## src/rtl/counter_monitor.sv

```systemverilog
// Passive health monitor for an up/down counter: predicts every next count,
// flags deviations, counts them (saturating) and latches a FAULT state.
module counter_monitor #(
  parameter int WIDTH   = 8,
  parameter int ERR_W   = 8,
  parameter int MAX_ERR = 4
) (
  input  logic             clk,
  input  logic             rst,
  input  logic             mon_en,
  input  logic             clear,
  input  logic             obs_rst,
  input  logic             obs_enable,
  input  logic             obs_dir,
  input  logic [WIDTH-1:0] obs_count,
  output logic             err_pulse,
  output logic             err_sticky,
  output logic [ERR_W-1:0] err_count,
  output logic             wrap_pulse,
  output logic [1:0]       state
);

  typedef enum logic [1:0] {
    S_IDLE  = 2'd0,
    S_SYNC  = 2'd1,
    S_TRACK = 2'd2,
    S_FAULT = 2'd3
  } state_t;

  localparam logic [WIDTH-1:0] CNT_ZERO  = {WIDTH{1'b0}};
  localparam logic [WIDTH-1:0] CNT_ONES  = {WIDTH{1'b1}};
  localparam logic [WIDTH-1:0] CNT_ONE   = WIDTH'(1'b1);
  localparam logic [ERR_W-1:0] ERR_SAT   = {ERR_W{1'b1}};
  localparam logic [ERR_W-1:0] ERR_ONE   = ERR_W'(1'b1);
  localparam logic [ERR_W-1:0] FAULT_LVL = ERR_W'(MAX_ERR);
  localparam logic             FAULT_ON  = (MAX_ERR > 0);

  state_t           state_r;
  logic [WIDTH-1:0] exp_r;
  logic             exp_valid_r;
  logic             wrap_cand_r;
  logic             err_pulse_r;
  logic             err_sticky_r;
  logic [ERR_W-1:0] err_count_r;
  logic             wrap_pulse_r;

  logic [WIDTH-1:0] pred_s;
  logic             wrap_cand_s;
  logic             mismatch_s;
  logic [ERR_W-1:0] err_inc_s;
  logic             hits_fault_s;

  // Next-count prediction; a wrap candidate is a boundary value counted across it.
  always_comb begin
    pred_s      = obs_count;
    wrap_cand_s = 1'b0;
    if (obs_rst) begin
      pred_s      = CNT_ZERO;
      wrap_cand_s = 1'b0;
    end else if (obs_enable && obs_dir) begin
      pred_s      = obs_count + CNT_ONE;
      wrap_cand_s = (obs_count == CNT_ONES);
    end else if (obs_enable) begin
      pred_s      = obs_count - CNT_ONE;
      wrap_cand_s = (obs_count == CNT_ZERO);
    end else begin
      pred_s      = obs_count;
      wrap_cand_s = 1'b0;
    end
  end

  // Compare result, saturating increment and fault threshold.
  always_comb begin
    mismatch_s = exp_valid_r && (obs_count != exp_r);
    if (err_count_r == ERR_SAT) begin
      err_inc_s = err_count_r;
    end else begin
      err_inc_s = err_count_r + ERR_ONE;
    end
    hits_fault_s = FAULT_ON && (err_inc_s >= FAULT_LVL);
  end

  // Monitor state machine with registered status outputs.
  always_ff @(posedge clk or negedge rst) begin
    if (!rst) begin
      state_r      <= S_IDLE;
      exp_r        <= CNT_ZERO;
      exp_valid_r  <= 1'b0;
      wrap_cand_r  <= 1'b0;
      err_pulse_r  <= 1'b0;
      err_sticky_r <= 1'b0;
      err_count_r  <= {ERR_W{1'b0}};
      wrap_pulse_r <= 1'b0;
    end else if (clear) begin
      // Clear beats any same-cycle mismatch; SYNC re-captures the prediction.
      state_r      <= mon_en ? S_SYNC : S_IDLE;
      exp_valid_r  <= 1'b0;
      err_pulse_r  <= 1'b0;
      err_sticky_r <= 1'b0;
      err_count_r  <= {ERR_W{1'b0}};
      wrap_pulse_r <= 1'b0;
    end else if (state_r == S_FAULT) begin
      err_pulse_r  <= 1'b0;
      wrap_pulse_r <= 1'b0;
    end else if (!mon_en) begin
      state_r      <= S_IDLE;
      exp_valid_r  <= 1'b0;
      err_pulse_r  <= 1'b0;
      wrap_pulse_r <= 1'b0;
    end else begin
      case (state_r)
        S_IDLE: begin
          state_r      <= S_SYNC;
          err_pulse_r  <= 1'b0;
          wrap_pulse_r <= 1'b0;
        end
        S_SYNC: begin
          state_r      <= S_TRACK;
          exp_r        <= pred_s;
          exp_valid_r  <= 1'b1;
          wrap_cand_r  <= wrap_cand_s;
          err_pulse_r  <= 1'b0;
          wrap_pulse_r <= 1'b0;
        end
        S_TRACK: begin
          exp_r       <= pred_s;
          wrap_cand_r <= wrap_cand_s;
          if (mismatch_s) begin
            err_pulse_r  <= 1'b1;
            err_sticky_r <= 1'b1;
            err_count_r  <= err_inc_s;
            wrap_pulse_r <= 1'b0;
            state_r      <= hits_fault_s ? S_FAULT : S_TRACK;
          end else begin
            err_pulse_r  <= 1'b0;
            wrap_pulse_r <= wrap_cand_r;
            state_r      <= S_TRACK;
          end
        end
        default: begin
          state_r      <= S_IDLE;
          err_pulse_r  <= 1'b0;
          wrap_pulse_r <= 1'b0;
        end
      endcase
    end
  end

  assign err_pulse  = err_pulse_r;
  assign err_sticky = err_sticky_r;
  assign err_count  = err_count_r;
  assign wrap_pulse = wrap_pulse_r;
  assign state      = state_r;

endmodule

```

## config.mk

```make
export PLATFORM = sky130hd
export DESIGN_NAME = counter_monitor
export DESIGN_NICKNAME = d
export VERILOG_FILES = /design/src/rtl/counter_monitor.sv
export SDC_FILE = /design/constraint.sdc
export NUM_CORES = 1
export LEC_CHECK = 0
export ABC_CLOCK_PERIOD_IN_PS = 1700
export CAP_MARGIN = 25
export CORE_MARGIN = 5
export CORE_UTILIZATION = 47
export CTS_CLUSTER_DIAMETER = 100
export DETAILED_ROUTE_END_ITERATION = 12
export PLACE_DENSITY = 0.78
export SLEW_MARGIN = 20
export SYNTH_ARGS = -nofsm -noshare
export SYNTH_HDL_FRONTEND = slang
export SYNTH_SLANG_ARGS = --single-unit
```

## constraint.sdc

```tcl
create_clock -name clk -period 1.7 [get_ports clk]
set_input_delay 0.34 -clock clk [delete_from_list [all_inputs] [get_ports clk]]
set_output_delay 0.34 -clock clk [all_outputs]
set_load 0.02 [all_outputs]
```

-- Yosys cells after proc, flatten, opt, wreduce, memory -nomap -nowiden
Cells that the tools add are included.
- bits in registers: 23
- bits in latches: 0
- bits in writable memories: 0
- ROM bits: 0
- output and inout port bits: 13
- logic and storage cells: 71
- memories kept: 0
- add/subtract/negate cells: 3
- multipliers: 0
- div/mod/pow operators: 0
- $lt $le $gt $ge: 1
- eq/ne operators: 8
- shifts and indexed selects: 0
- multiplexer cells: 38
- bitwise gates (word level): 2
- reduce and logical (&&, ||, !) cells: 11
- operators by type and width (operator ; number):
    two-way mux 8 bit ; 9
    two-way mux 1 bit ; 25
    adder 8 x 1 -> 8 bit (second input constant) ; 2
    == test 8 bit (second input constant) ; 2
    greater-or-equal comparator 8 x 3 -> 1 bit (second input constant) ; 1
    logical NOT 8 bit ; 1
    != test 8 bit ; 1
    AND reduction 4 bit ; 2
    subtractor 8 x 1 -> 8 bit (second input constant) ; 1
    two-way mux 2 bit ; 3
    case mux 2 bit (3 select lines) ; 1
    nonzero test 2 bit ; 3
    == test 2 bit (second input constant) ; 2
    != test 3 x 1 -> 1 bit (second input constant) ; 1
    == test 2 x 1 -> 1 bit (second input constant) ; 1
    logical AND 1 bit ; 2
    logical NOT 2 bit ; 1
    != test 2 bit (second input constant) ; 1
    NOT 1 bit ; 2
    AND reduction 2 bit ; 1
    OR reduction 2 bit ; 1

-- Longest topological paths before layout
Gate-level depths: netlist of the first run.
- depth after elaboration: 9
- gate-level depth with buffers: 8
- depth with buffers taken out: 7

-- Worst setup path after synthesis of the first run
OpenSTA, ideal clock, no wires.
- path type: reg-to-reg
- start point: reg state_r[0], in the netlist state[0]
- end point: reg err_count_r[3], in the netlist err_count[3]
- setup time: 0.125 ns
- data arrival time: 1.729 ns
- data required time: 1.575 ns
- slack: -0.154 ns
- stages on the path, launching flop included: 7
- buffers on the path: 0
- clock period less this slack: 1.854 ns
- path through: dfrtp_1 > ha_1 > inv_1 > and4_1 > a21boi_2 > nor3b_2 > mux2_4
- longest elaborated chain between the ends: 3
- elaborated cells on any way between the ends: 5
- classes of those cells: eq/ne: 3; reduce/logical: 2
- ends and longest elaborated chain (item ; line ; RTL):
    start, declared ; 38 ; state_t state_r;
    start signal, assigned ; 96 ; state_r <= mon_en ? S_SYNC : S_IDLE;
    start signal, assigned ; 133 ; state_r <= hits_fault_s ? S_FAULT : S_TRACK;
    == test 2 bit, on equally long branches ; 102, 111 ;
    != test 2 bit (no source line) / nonzero test 2 bit (equally long branches) ; -- ;
    AND reduction 4 bit (no source line) (*) ; -- ;
    end signal, assigned ; 92 ; err_count_r <= {ERR_W{1'b0}};
    end signal, assigned ; 100 ; err_count_r <= {ERR_W{1'b0}};
    end signal, assigned ; 131 ; err_count_r <= err_inc_s;
    end, declared ; 44 ; logic [ERR_W-1:0] err_count_r;
Every way passes the cells marked *; elsewhere a longest branch is shown, timed or not.
A chain may end at the register's enable or synchronous reset.

-- Worst setup path after layout of the first run
Same ends and word-level chain as after synthesis.

==> results.sh, run 1 <==
export IMPL_setup_ws_ns=-0.0535
export IMPL_r2r_cells=6
export IMPL_p_leak_nw=1.03
export IMPL_ys_dominant_reg_cell="dfrtp_1"
export IMPL_start_util_pct=48.2
export IMPL_core_area_um2=3340
export IMPL_wl_um=4330
export IMPL_grt_max_degree=24
export IMPL_yosysWarningCount=0
export IMPL_synth_edf_count=0
export IMPL_drive_above_1_share_pct=30.5
export IMPL_cts_tree="built"
export IMPL_die_h_um=68.5
export IMPL_skew_ns=0.0208
export IMPL_synth_seq_area_share_pct=35.8
export IMPL_port_buffers=27
export IMPL_hold_class="input port to async pin"
export IMPL_worst_slew_pin_slew_ns=0.416
export IMPL_first_pass_iters=4
export IMPL_syn_inst=178
export IMPL_grt_antenna_before_repair=0
export IMPL_cts_buffers=3
export IMPL_cp_startpoint="state[0]"
export IMPL_grt_pass1_wl_um=7400
export IMPL_ys_seq_elements=23
export IMPL_ios=28
export IMPL_r2r_end="err_count[3]"
export IMPL_ir_drop_mv=0.229
export IMPL_status="complete, but fails checks"
export IMPL_drcViolationCount=0
export IMPL_crit_path_end="err_count[3]"
export IMPL_synth_area_top_cells="dfrtp_1 (36%), ha_1 (6.2%), xor2_1 (5.4%)"
export IMPL_synth_distinct_cells=44
export IMPL_fp_row_count=21
export IMPL_grt_pass1_vias=1637
export IMPL_instances_no_fill=282
export IMPL_cts_root_buf="clkbuf_4"
export IMPL_drt_iter0_drc=191
export IMPL_r2r_start="state[0]"
export IMPL_gp_congestion=0.890
export IMPL_grt_setup_unrepaired="yes"
export IMPL_dp_cells=273
export IMPL_min_period_ns=1.75
export IMPL_crit_chain="ha_4 -> inv_4 -> and4_4 -> a21boi_4 -> nor3b_4 -> mux2_4"
export IMPL_yosys_area_top_type_share_pct=35.8
export IMPL_slowest_stage="dfrtp_2"
export IMPL_powerDensity_nw_per_um2=553
export IMPL_relSlewSlack_pct=72.2
export IMPL_slew_violations=0
export IMPL_hold_buffers=0
export IMPL_clk_pin_slew_ns=0.15
export IMPL_cts_buffer_depth=2
export IMPL_cts_htree_levels=1
export IMPL_die_w_um=68.5
export IMPL_path_max_fanout=5
export IMPL_r2r_setup_slack_ns=-0.05
export IMPL_syn_area_per_cell_um2=9.04
export IMPL_hold_viol_final=0
export IMPL_cts_sinks=23
export IMPL_critical_path_max_stage_delay_ns=0.47
export IMPL_via_per_inst=5.49
export IMPL_overflow=0
export IMPL_finalNetCount=260
export IMPL_min_period_over_period_pct=103
export IMPL_clk_latency_ns=0.34
export IMPL_critPathLaunchType="flop"
export IMPL_via_count=1547
export IMPL_postSynth_asyncResetShare_pct=100
export IMPL_synth_top_area_cell="dfrtp_1"
export IMPL_wl_per_cell_um=15.4
export IMPL_arrival_ns=2.00
export IMPL_clock_fmax_mhz=570
export IMPL_dp_hpwl_um=3250
export IMPL_detail_route_antenna_nets=0
export IMPL_violations="setup timing"
export IMPL_crit_type="flop to flop"
export IMPL_setup_viol=2
export IMPL_pre_cts_ws_ns=-0.458
export IMPL_synth_area_um2=1610
export IMPL_endpoint_kind="flop"
export IMPL_synth_fp_nets=201
export IMPL_antenna_cells=0
export IMPL_area_growth_pct=41.8
export IMPL_required_ns=1.94
export IMPL_drv_cap=0
export IMPL_die_area_um2=4690
export IMPL_grt_total_usage_pct=21.1
## kinds of logic (layout without fill, tap and decap cells)
logic type | Yosys count | count (layout) | share of synthesized area (%)
mux | 4 | 4 | 3.19
flops | 23 | 23 | 35.8
xor+xnor | 17 | 17 | 9.25
simple gates | 76 | 76 | 26.4
compound gates | 32 | 32 | 13.8
fa+ha+maj | 8 | 8 | 6.22
buf+inv | 18 | 76 | 5.29
## critical path, delay by kind of cell, from the launching register on
| family | cells | cell delay, ns |
|---|---|---|
| compound gates | 1 | 0.21 |
| fa+ha+maj | 1 | 0.19 |
| buf+inv | 1 | 0.05 |
| flops | 1 | 0.47 |
| simple gates | 2 | 0.43 |
| mux | 1 | 0.31 |
## worst min path at each step
| stage | start | cells past startpoint | endpoint |
|---|---|---|---|
| final | rst | 2 | err_sticky |
| after global placement | exp_valid_r | 1 | wrap_pulse |
| after floorplan | rst | 0 | err_count[0] |
| after CTS | rst | 2 | err_sticky |
| after detailed placement | exp_valid_r | 1 | wrap_pulse |
| after global routing | rst | 2 | err_sticky |
## power breakdown
part | internal [W] | switching, W | total, W
Combinational | 0.000179 | 0.000168 | 0.000347
Sequential | 0.000594 | 0.0000453 | 0.000639
Clock | 0.0000884 | 0.000186 | 0.000274
## cell type report
class                           count  area [um2]
Fill cell                         282        1060
Multi-Input combinational cell    137        1020
Sequential cell                    23         584
Timing Repair Buffer               66         563
Tap cell                           46        57.6
Inverter                            6        25.0
Clock buffer                        3        22.5
Clock inverter                      1        5.00
## routing by layer
layer  up-vias  track usage, %  wire [um]
met4         0            12.7        136
met3        15            2.76        209
met2        60            37.9       2280
met5         -               0          0
li1        739               -          -
met1       733            23.6       1700
## sequential cells by signal (all words and copies together), names as in the netlist
name         count
err_count        8
err_pulse        1
err_sticky       1
state            2
exp_r            8
exp_valid_r      1
wrap_pulse       1
wrap_cand_r      1
## cell usage in the layout (no fill, tap or decap), types with 2 or more instances in the layout
master	n
buf_4	38
nand2_1	17
nor2_1	17
dfrtp_1	16
clkdlybuf4s50_1	14
dlygate4sd2_1	12
a21oi_1	10
xor2_1	9
nand3_1	8
nor3_1	8
xnor2_1	7
a22o_1	7
dfrtp_2	7
ha_1	6
nor2b_1	4
inv_1	3
o21ai_0	3
clkbuf_4	3
inv_2	2
nor3b_2	2
and4_4	2
and3_1	2
mux2_4	2
nand2b_1	2
o31ai_1	2
o21ai_1	2
ha_4	2
## synthesized netlist by cell type, drive strengths merged (6+ instances only)
cell type	number
ha	8
nor3	9
dfrtp	23
a21oi	10
nand3	8
inv	6
clkbuf	7
a22o	7
nor2	17
xnor2	7
xor2	10
nand2	18
## repair_timing
item,CTS,global route
setup buffers,4,1
setup endpoints to repair,27,15
gates cloned,0,0
gates resized for setup,26,5
pin swaps,4,5
## metrics by stage
step	TNS, ns	area (um2)	util, %	power (W)	hold slack (ns)
floorplan	-0.0102	1630	-	0.000826	0.0444
global placement	-5.14	2150	64.6	0.000960	0.451
detailed placement	-6.25	2150	64.6	0.000972	0.458
CTS	-0.127	2260	67.8	0.00126	0.350
global route	-0.893	2280	68.4	0.00134	0.355
finish	-0.0854	2280	68.4	0.00126	0.335
Power figures use the tool's default switching activity.
==> inputs of run 2 (changes only) <==
--- a/config.mk
+++ b/config.mk
@@ -8,10 +8,10 @@
 export ABC_CLOCK_PERIOD_IN_PS = 1700
 export CAP_MARGIN = 25
 export CORE_MARGIN = 5
-export CORE_UTILIZATION = 47
+export CORE_UTILIZATION = 40
 export CTS_CLUSTER_DIAMETER = 100
 export DETAILED_ROUTE_END_ITERATION = 12
-export PLACE_DENSITY = 0.78
+export PLACE_DENSITY = 0.69
 export SLEW_MARGIN = 20
 export SYNTH_ARGS = -nofsm -noshare
 export SYNTH_HDL_FRONTEND = slang
==> run 2 against run 1 <==
Net effect: the flow still finishes with violations (setup timing); register-to-register slack better by 0.02 ns; first-iteration DRC count down 66%; sequential power about the same; utilization down 8.9 points; die area up 15%; fmax up 1.4%; largest power group unchanged.
==> results.sh, run 2 (synthesis results as in run 1) <==
export IMPL_relSlewSlack_pct=76.5
export IMPL_layout_cells_most_common="buf_4"
export IMPL_min_period_over_period_pct=102
export IMPL_setup_ws_ns=-0.0296
export IMPL_critPathLaunchType="flop"
export IMPL_first_pass_iters=4
export IMPL_skew_ns=0.00304
export IMPL_instances_no_fill=287
export IMPL_ios=28
export IMPL_cts_buffers=3
export IMPL_cts_buffer_depth=2
export IMPL_ir_drop_mv=0.254
export IMPL_drt_iter0_drc=64
export IMPL_r2r_cells=6
export IMPL_dp_cells=281
export IMPL_area_growth_pct=45.6
export IMPL_fin_tns_setup_ns=-0.0424
export IMPL_crit_type="flop to flop"
export IMPL_required_ns=1.86
export IMPL_slew_violations=0
export IMPL_critical_path_max_stage_delay_ns=0.45
export IMPL_clock_fmax_mhz=578
export IMPL_clk_pin_slew_ns=0.08
export IMPL_drcViolationCount=0
export IMPL_seqCellArea_um2=582
export IMPL_grt_pass1_wl_um=6640
export IMPL_finalNetCount=261
export IMPL_start_util_pct=40.8
export IMPL_multi_input_area_um2=1060
export IMPL_fillers=371
export IMPL_final_cell_mix="buf_4 (37), dfrtp_1 (18), nand2_1 (17)"
export IMPL_wl_per_cell_um=13.7
export IMPL_fp_row_count=23
export IMPL_antenna_cells=0
export IMPL_worst_slew_pin_slew_ns=0.351
export IMPL_drv_cap=0
export IMPL_gp_congestion=0.937
export IMPL_die_area_um2=5390
export IMPL_hold_slack_ns=0.430
export IMPL_detail_route_antenna_nets=0
export IMPL_die_w_um=73.4
export IMPL_cts_sinks=23
export IMPL_port_buffers=27
export IMPL_via_count=1497
export IMPL_die_h_um=73.4
export IMPL_drive_above_1_share_pct=32.1
export IMPL_clk_latency_ns=0.27
export IMPL_cts_tree="built"
export IMPL_hold_buffers=0
export IMPL_crit_chain="ha_4 -> inv_2 -> and4_4 -> a21boi_4 -> nor3b_4 -> mux2_4"
export IMPL_p_leak_nw=1.07
export IMPL_grt_pass1_vias=1469
export IMPL_path_max_fanout=3
export IMPL_slowest_stage="dfrtp_2"
export IMPL_endpoint_kind="flop"
export IMPL_grt_setup_unrepaired="yes"
export IMPL_grt_max_degree=24
export IMPL_hold_viol_final=0
export IMPL_finalInstanceArea_um2=2340
export IMPL_setup_viol=2
export IMPL_wl_um=3940
export IMPL_grt_total_usage_pct=15.7
export IMPL_arrival_ns=1.88
export IMPL_cts_htree_levels=1
export IMPL_violations="setup timing"
export IMPL_placed_area_um2=2190
export IMPL_status="complete, but fails checks"
export IMPL_via_per_inst=5.22
export IMPL_grt_antenna_before_repair=0
export IMPL_cts_root_buf="clkbuf_8"
export IMPL_min_period_ns=1.73
export IMPL_core_area_um2=3940
export IMPL_dp_hpwl_um=2990
export IMPL_overflow=0
export IMPL_hold_class="input port to async pin"
export IMPL_powerDensity_nw_per_um2=569
## run 2: changes by cell type in the layout (fill, tap and decap cells not counted), sizes merged
cell	before	now
dlymetal6s2s	1	2
clkdlybuf4s50	14	10
clkinv	1	0
buf	39	40
dlygate4sd2	12	15
clkbuf	3	4
## run 2: repair_timing
item | in CTS | in global routing
resized for setup | 28 | 12
setup buffers | 0 | 2
pin swaps | 5 | 6
setup endpoints to repair | 25 | 19
## run 2: worst paths after layout
path / startpoint / endpoint / slack, ns
setup / recovery: state[1] / err_count[3] / -0.03
hold / removal: rst / err_count[2] / 0.43
setup reg to reg: state[1] / err_count[3] / -0.03
hold reg to reg: exp_valid_r / wrap_pulse / 0.49
max in group asynchronous: rst / state[1] / 1.02
min in group clk: exp_valid_r / wrap_pulse / 0.49
## run 2: where the power goes
part           switching (W)  internal [W]
logic               0.000165      0.000184
clock network       0.000177      0.000167
registers          0.0000451      0.000594
## run 2: metal layers
layer / part of all wire, % / wire length (um) / up-vias / global-route usage [%]
met5: 0 / 0 / - / 0
met1: 43 / 1710 / 712 / 19.6
met3: 5.1 / 203 / 5 / 2.60
met4: 0.89 / 35 / 0 / 5.23
met2: 51 / 1990 / 40 / 27.3
li1: - / - / 740 / -
## run 2: critical path: cells and delay by family, from the launching register on
family,cells,cell delay [ns]
buffers and inverters,1,0.06
AO/OA/AOI/OAI,1,0.20
adder cells (fa/ha/maj),1,0.17
flip-flops,1,0.45
AND/OR/NAND/NOR,2,0.43
multiplexers,1,0.31
## run 2: per-stage QoR
stage          power (W)  util, %  setup slack (ns)
6_report         0.00133     59.4           -0.0296
5_1_grt          0.00140     59.4           -0.0854
4_1_cts          0.00133     57.6           -0.0500
3_5_place_dp    0.000973     55.5            -0.421
3_3_place_gp    0.000966     55.5            -0.381
2_1_floorplan   0.000826        -           -0.0102
## run 2: layout make-up
cell class,instances,share of cell area (%)
clock buffer,4,1.92
multi-input combinational,137,45.4
timing repair buffer,67,24.3
inverter,6,0.962
tap,50,2.67
sequential,23,24.8
